--- config.mk ---
export PLATFORM = sky130hd
export DESIGN_NAME = progmem_arbiter_flat
export DESIGN_NICKNAME = d
export VERILOG_FILES = /design/src/rtl/progmem_arbiter_if.sv /design/src/rtl/progmem_arbiter.sv /design/src/flat_wrapper.sv
export SDC_FILE = /design/constraint.sdc
export NUM_CORES = 1
export LEC_CHECK = 0
export BUFFER_PORTS_ARGS = -buffer_cell sky130_fd_sc_hd__buf_2
export CORE_MARGIN = 10
export CORE_UTILIZATION = 31
export DETAILED_ROUTE_END_ITERATION = 12
export PLACE_DENSITY = 0.86
export SETUP_SLACK_MARGIN = 0.15
export SYNTH_ARGS = -nofsm -noshare
export SYNTH_HDL_FRONTEND = slang
export SYNTH_SLANG_ARGS = --single-unit
--- constraint.sdc ---
create_clock -name clk -period 2.6 [get_ports clk]
set_clock_uncertainty 0.05 [all_clocks]
set_input_delay 0.13 -clock clk [delete_from_list [all_inputs] [get_ports clk]]
set_output_delay 0.13 -clock clk [all_outputs]
set_load 0.05 [all_outputs]
--- src/rtl/progmem_arbiter_if.sv ---
// rtl/progmem_arbiter_if.sv - fetch, loader and progmem bus bundle for progmem_arbiter
// slave is the arbiter's view; master is the CPU/loader/memory side.
interface progmem_arbiter_if;
   logic        fetch_req;
   logic [15:0] fetch_addr;
   logic        fetch_gnt;
   logic        fetch_rvalid;
   logic [15:0] fetch_rdata;
   logic        ldr_req;
   logic        ldr_we;
   logic [15:0] ldr_addr;
   logic [15:0] ldr_wdata;
   logic        ldr_gnt;
   logic        ldr_rvalid;
   logic [15:0] ldr_rdata;
   logic        wp_err;
   logic [15:0] mem_addr;
   logic [15:0] mem_din;
   logic        mem_we;
   logic [15:0] mem_dout;

   modport slave (
      input  fetch_req, fetch_addr, ldr_req, ldr_we, ldr_addr, ldr_wdata, mem_dout,
      output fetch_gnt, fetch_rvalid, fetch_rdata, ldr_gnt, ldr_rvalid, ldr_rdata,
             wp_err, mem_addr, mem_din, mem_we
   );

   modport master (
      output fetch_req, fetch_addr, ldr_req, ldr_we, ldr_addr, ldr_wdata, mem_dout,
      input  fetch_gnt, fetch_rvalid, fetch_rdata, ldr_gnt, ldr_rvalid, ldr_rdata,
             wp_err, mem_addr, mem_din, mem_we
   );
endinterface

--- src/rtl/progmem_arbiter.sv ---
// rtl/progmem_arbiter.sv - single-port progmem arbiter, fetch vs loader with bounded loader burst
// Optional write protection below WP_LIMIT: define PROGMEM_WP_EN.
module progmem_arbiter #(
   parameter int          MAX_LDR_BURST = 4,
   parameter logic [15:0] WP_LIMIT      = 16'h0010
) (
   input logic            clk,
   input logic            resetn,
   progmem_arbiter_if.slave bus
);

   localparam logic [3:0] BURST_MAX = 4'(MAX_LDR_BURST);

   logic [3:0] burst_cnt;
   logic       fetch_own;
   logic       ldr_own;
   logic       burst_full;
   logic       ldr_gnt;
   logic       fetch_gnt;
   logic       wp_block;

   // Loader has priority until it has taken BURST_MAX slots while fetch waits.
   assign burst_full = (burst_cnt == BURST_MAX);
   assign ldr_gnt    = bus.ldr_req & ~(bus.fetch_req & burst_full);
   assign fetch_gnt  = bus.fetch_req & ~ldr_gnt;

   assign bus.ldr_gnt   = ldr_gnt;
   assign bus.fetch_gnt = fetch_gnt;

`ifdef PROGMEM_WP_EN
   logic wp_err_q;

   assign wp_block   = bus.ldr_we & (bus.ldr_addr < WP_LIMIT);
   assign bus.wp_err = wp_err_q;

   always_ff @(posedge clk or negedge resetn) begin
      if (!resetn) begin
         wp_err_q <= 1'b0;
      end else begin
         wp_err_q <= ldr_gnt & wp_block;
      end
   end
`else
   logic unused_wp;

   assign unused_wp  = ^WP_LIMIT;
   assign wp_block   = 1'b0;
   assign bus.wp_err = 1'b0;
`endif

   // With no grant the fetch address is presented and nothing is written.
   assign bus.mem_addr = ldr_gnt ? bus.ldr_addr : bus.fetch_addr;
   assign bus.mem_din  = bus.ldr_wdata;
   assign bus.mem_we   = resetn & ldr_gnt & bus.ldr_we & ~wp_block;

   assign bus.fetch_rvalid = fetch_own;
   assign bus.ldr_rvalid   = ldr_own;
   assign bus.fetch_rdata  = bus.mem_dout;
   assign bus.ldr_rdata    = bus.mem_dout;

   always_ff @(posedge clk or negedge resetn) begin
      if (!resetn) begin
         burst_cnt <= 4'd0;
         fetch_own <= 1'b0;
         ldr_own   <= 1'b0;
      end else begin
         fetch_own <= fetch_gnt;
         ldr_own   <= ldr_gnt & ~bus.ldr_we;
         if (!bus.fetch_req || fetch_gnt) begin
            burst_cnt <= 4'd0;
         end else if (ldr_gnt && !burst_full) begin
            burst_cnt <= burst_cnt + 4'd1;
         end
      end
   end

endmodule

--- src/flat_wrapper.sv ---
// flat-port wrapper written by rule: the top's interface ports become plain ports
module progmem_arbiter_flat 
#(
   parameter int          MAX_LDR_BURST = 4,
   parameter logic [15:0] WP_LIMIT      = 16'h0010
)
  (clk, resetn, bus_fetch_req, bus_fetch_addr, bus_ldr_req, bus_ldr_we, bus_ldr_addr, bus_ldr_wdata, bus_mem_dout, bus_fetch_gnt, bus_fetch_rvalid, bus_fetch_rdata, bus_ldr_gnt, bus_ldr_rvalid, bus_ldr_rdata, bus_wp_err, bus_mem_addr, bus_mem_din, bus_mem_we);
  progmem_arbiter_if bus_i ();
  input logic clk;
  input logic resetn;
  input wire logic [$bits(bus_i.fetch_req)-1:0] bus_fetch_req;
  input wire logic [$bits(bus_i.fetch_addr)-1:0] bus_fetch_addr;
  input wire logic [$bits(bus_i.ldr_req)-1:0] bus_ldr_req;
  input wire logic [$bits(bus_i.ldr_we)-1:0] bus_ldr_we;
  input wire logic [$bits(bus_i.ldr_addr)-1:0] bus_ldr_addr;
  input wire logic [$bits(bus_i.ldr_wdata)-1:0] bus_ldr_wdata;
  input wire logic [$bits(bus_i.mem_dout)-1:0] bus_mem_dout;
  output wire logic [$bits(bus_i.fetch_gnt)-1:0] bus_fetch_gnt;
  output wire logic [$bits(bus_i.fetch_rvalid)-1:0] bus_fetch_rvalid;
  output wire logic [$bits(bus_i.fetch_rdata)-1:0] bus_fetch_rdata;
  output wire logic [$bits(bus_i.ldr_gnt)-1:0] bus_ldr_gnt;
  output wire logic [$bits(bus_i.ldr_rvalid)-1:0] bus_ldr_rvalid;
  output wire logic [$bits(bus_i.ldr_rdata)-1:0] bus_ldr_rdata;
  output wire logic [$bits(bus_i.wp_err)-1:0] bus_wp_err;
  output wire logic [$bits(bus_i.mem_addr)-1:0] bus_mem_addr;
  output wire logic [$bits(bus_i.mem_din)-1:0] bus_mem_din;
  output wire logic [$bits(bus_i.mem_we)-1:0] bus_mem_we;
  assign bus_i.fetch_req = bus_fetch_req;
  assign bus_i.fetch_addr = bus_fetch_addr;
  assign bus_i.ldr_req = bus_ldr_req;
  assign bus_i.ldr_we = bus_ldr_we;
  assign bus_i.ldr_addr = bus_ldr_addr;
  assign bus_i.ldr_wdata = bus_ldr_wdata;
  assign bus_i.mem_dout = bus_mem_dout;
  assign bus_fetch_gnt = bus_i.fetch_gnt;
  assign bus_fetch_rvalid = bus_i.fetch_rvalid;
  assign bus_fetch_rdata = bus_i.fetch_rdata;
  assign bus_ldr_gnt = bus_i.ldr_gnt;
  assign bus_ldr_rvalid = bus_i.ldr_rvalid;
  assign bus_ldr_rdata = bus_i.ldr_rdata;
  assign bus_wp_err = bus_i.wp_err;
  assign bus_mem_addr = bus_i.mem_addr;
  assign bus_mem_din = bus_i.mem_din;
  assign bus_mem_we = bus_i.mem_we;
  progmem_arbiter #(.MAX_LDR_BURST(MAX_LDR_BURST), .WP_LIMIT(WP_LIMIT)) u_core (.clk(clk), .resetn(resetn), .bus(bus_i));
endmodule
After elaboration in Yosys (flattened, before gate mapping):

Index checks and enable logic that the tools add are counted.

* output and inout port bits: 70
* flip-flop bits (word level): 6
* bits of input ports: 69

* bitwise logic cells: 9
* reductions and logical operators: 5
* equal/unequal tests: 1
* mux-type cells: 3
* $add $sub $neg: 1

Operator list (count)
* 16-bit 2-to-1 mux: 1
* 4-bit 2-to-1 mux: 2
* 1-bit AND: 6
* 4-bit by 1-bit adder with 4-bit output (second input constant): 1
* 4-bit by 3-bit equality test with 1-bit output (second input constant): 1
* 1-bit NOT: 3
* 1-bit zero test: 2
* 2-bit nonzero test: 1
* 1-bit logical AND: 1
* 1-bit logical OR: 1

Depth between registers and ports, before layout:

* word-level depth: 8
* depth in mapped cells: 6
* mapped depth without buffers: 6

Worst setup path after synthesis:

OpenSTA, ideal clock, no wires.

* path kind: flip-flop to output port
* start: reg u_core.burst_cnt[0]
* end: out bus_mem_we
* arrival: 1.712 ns
* required time: 2.420 ns
* path buffers: 0
* slack: 0.708 ns
* stages on the path, launching flop included: 7
* path through: dfrtp_1 inv_1 ha_1 nand4b_2 nand2_4 inv_1 and3_1

* longest elaborated chain between the ends: 6

RTL lines
* start: declaration: line progmem_arbiter.sv:14 `logic [3:0] burst_cnt;`
* start signal: assignment: line progmem_arbiter.sv:72 `burst_cnt <= burst_cnt + 4'd1;`
* 4-bit by 3-bit equality test with 1-bit output: line progmem_arbiter.sv:23 `assign burst_full = (burst_cnt == BURST_MAX);`
* 1-bit AND: line progmem_arbiter.sv:24 `assign ldr_gnt = bus.ldr_req & ~(bus.fetch_req & burst_full);`
* 1-bit NOT: line progmem_arbiter.sv:24
* 1-bit AND: line progmem_arbiter.sv:24
* net bus_ldr_gnt: line flat_wrapper.sv:21 `output wire logic [$bits(bus_i.ldr_gnt)-1:0] bus_ldr_gnt;`
* 1-bit AND (2 in a row): line progmem_arbiter.sv:54 `assign bus.mem_we = resetn & ldr_gnt & bus.ldr_we & ~wp_block;`
* end: declaration: line flat_wrapper.sv:27 `output wire logic [$bits(bus_i.mem_we)-1:0] bus_mem_we;`

The timed path passes the listed nets, and every way through them passes these cells.

Worst setup path in the final report:

* start: reg u_core.burst_cnt[0]
* end: out bus_mem_addr[4]

* longest elaborated chain between the ends: 5

RTL lines
* 4-bit by 3-bit equality test with 1-bit output: line progmem_arbiter.sv:23
* 1-bit AND: line progmem_arbiter.sv:24
* 1-bit NOT: line progmem_arbiter.sv:24
* 1-bit AND: line progmem_arbiter.sv:24
* 16-bit 2-to-1 mux: line progmem_arbiter.sv:52 `assign bus.mem_addr = ldr_gnt ? bus.ldr_addr : bus.fetch_addr;`
* end: declaration: line flat_wrapper.sv:25 `output wire logic [$bits(bus_i.mem_addr)-1:0] bus_mem_addr;`

Every way passes these cells.

==> key figures <==
Layout
  – N_diodes: 0
  – Area of the multi-input gates: 334.1 µm²
  – Share of layout cells above drive strength 1: 0.8039
  – P&R area growth vs syn: -2.408%
  – Fillcell total: 279
  – Final Net Count: 175
  – Register area: 150.1 µm²
  – Finished Layout Cells: 133

Placed design
  – DP HPWL: 2248 µm
  – Dpl cells: 128
  – GP Congestion: 0.7215
  – Buffers on Ports: 57

Synth
  – Count leader, synth: buf_4
  – Netlist Area Pre-Place: 883.3 µm²
  – Synth Flop Type: dfrtp_1
  – Syn_area_per_cell: 9.815 µm²
  – Synth Register Bits: 6
  – Syn nets: 161
  – Post-synth EDFFs: 0
  – Synth cell types: 17
  – Largest cells by area after synthesis: buf_4 (42%), dfrtp_1 (17%), mux2_4 (14%)
  – Post-synth top cells: buf_4 (49), mux2_2 (8), mux2_4 (8)
  – Post-synth top area cell: buf_4
  – Syn. warnings: 0
  – Yosys top cell area share: 0.4164
  – Ys async rst share: 1.000
  – Sequential-to-total area share from yosys stat: 0.1700
  – Mapped Cells: 90

Timing
  – Worst hold slack: 0.1717 ns
  – Period minus WS final: 2.039 ns
  – Endpoints failing hold: 0
  – Final TNS setup: 0 ns
  – RSZ-0062 raised after global routing: false
  – Final Max Slew Viols: 0
  – Period utilisation layout: 0.7842
  – Final setup viols: 0
  – Fmax achieved: 490.4 MHz

Worst setup path
  – Crit end category: output pin
  – Critical Path AT: 1.86 ns
  – Type of the worst setup path: reg -> out
  – Crit path launch: u_core.burst_cnt[0]
  – CP max FO: 19
  – CP Launch Type: flip-flop
  – Reg-to-reg startpoint: u_core.burst_cnt[0]
  – Critical Path RT: 2.42 ns

Floorplanning
  – IO Count: 139
  – Die footprint: 5385 µm²
  – Row cnt: 19
  – Die height: 73.38 µm
  – Die X: 73.38 µm
  – Initial Util: 0.3231
  – Core area: 2734 µm²

Clocking
  – Root buf cell: clkbuf_4
  – Clock sink count: 6
  – H-tree depth: 1
  – Worst-Skew Late Latency: 0.24 ns
  – Setup Fix Bufs, Post-CTS: 0
  – CTS tree: yes
  – Num CTS Buffers: 3
  – CTS Buffer Depth: 2
  – Clock transition at the registers of the reported paths: 0.05 ns

Route
  – Met2 Routed Length: 1388 µm
  – WL/cell: 19.11 µm
  – Via Count: 575
  – DR top layer: met4
  – Vias per inst: 4.323
  – DR pass1 iterations: 2
  – Met3 wire length: 455 µm
  – DRC errors left: 0
  – Metal-1 WL: 675 µm
  – Routed Antenna Nets: 0
  – Detailed Route WL: 2542 µm
  – DR iter-0 viols: 35

Pwr
  – Max VDD drop: 258.1 µV
  – Power, Total: 0.3680 mW
  – PwrDens: 426.9 nW/µm²
  – LEAKAGE: 0.5104 nW

Global routing
  – Initial antenna violation count: 0
  – Largest net degree at the start of global routing: 20
  – Vias in the first global route: 683
  – First-pass GRT wire length: 3546 µm
  – Gr usage total: 0.08331
  – Total gr overflow: 0

Outcome
  – Status: finished clean

Hold path
  – Hold Startpoint: bus_fetch_req
  – Hold Path Class: in -> reg

Run
  – Max Cap Violations: 0
==> flip-flops by register name, summed over array words and instances (netlist names) <==
| name | count |
|---|---|
| u_core.bus.fetch_rvalid | 1 |
| u_core.burst_cnt | 4 |
| u_core.bus.ldr_rvalid | 1 |
==> through the flow <==
stage | area, µm² | utilization | setup slack, ns
final | 862.1 | 0.3153 | 0.5610
after global routing | 862.1 | 0.3153 | 0.4435
after CTS | 862.1 | 0.3153 | 0.5399
after detailed placement | 819.5 | 0.2998 | 0.8064
after global placement | 819.5 | 0.2998 | 0.8515
after floorplan | 883.3 | - | 0.7084
==> metal layers <==
metal  global-route usage  vias up
met4              0.02277        0
met2               0.1557       57
met1              0.06149      246
met5                    0        -
met3              0.06999        8
li1                     -      264
==> worst max-delay path: stages, from the launching register on <==
cell and delay, ns:
dfrtp_1 0.39, inv_1 0.09, ha_1 0.16, nand4b_2 0.13, nand2_4 0.26, mux2_2 0.37
buf_2 0.21
==> path summary, 6_finish.rpt <==
path | endpoint | slack, ns | depth (start not counted)
setup / recovery | bus_mem_addr[4] | 0.56 | 6
hold / removal | u_core.bus.fetch_rvalid | 0.17 | 2
setup reg to reg | u_core.burst_cnt[1] | 1.02 | 6
hold reg to reg | u_core.burst_cnt[0] | 0.57 | 2
max in group asynchronous | u_core.burst_cnt[3] | 2.15 | 2
min in group asynchronous | u_core.burst_cnt[2] | 0.19 | 2
==> repair_timing <==
| item | in CTS | in global routing |
|---|---|---|
| gates resized for setup | 0 | 0 |
| hold endpoints to repair | 7 | 0 |
| hold buffers | 2 | 0 |
| setup endpoints to repair | 0 | 0 |
==> power breakdown <==
group	total [mW]	internal, mW	leakage (nW)	switching (mW)
clock	0.0848	0.0522	0.0138	0.0327
sequential	0.0982	0.0967	0.0806	0.00148
combinational	0.185	0.0631	0.416	0.122
total	0.368	0.212	0.510	0.156
==> cells in the final DEF (no fill, tap or decap) <==
cell	synthesis	layout
nand2_4	1	1
xnor2_1	1	1
and3_2	3	3
and2_2	1	1
clkbuf_4	0	3
and3_1	2	2
nor2_1	1	1
ha_1	2	2
dlygate4sd3_1	0	2
buf_2	0	57
nand4b_2	1	1
mux2_2	8	8
dfrtp_1	6	6
conb_1	1	1
nand3_1	1	1
mux2_4	8	8
xor2_1	1	1
inv_1	3	3
==> layout make-up <==
| type | count | area share |
|---|---|---|
| Multi-Input combinational cell | 31 | 0.3875 |
| Sequential cell | 6 | 0.1742 |
| Timing Repair Buffer | 59 | 0.3541 |
| Tap cell | 31 | 0.04499 |
| Clock buffer | 3 | 0.02612 |
| Inverter | 3 | 0.01306 |
==> logic make-up after synthesis <==
| group | share of synthesized area |
|---|---|
| xor gates and xnor gates | 0.01983 |
| muxes | 0.2380 |
| other | 0.004245 |
| DFF | 0.1700 |
| and+or+nand+nor | 0.08780 |
| adders and majority gates | 0.02832 |
| buffers and inverters | 0.4518 |
(Power assumes the default switching activity.)
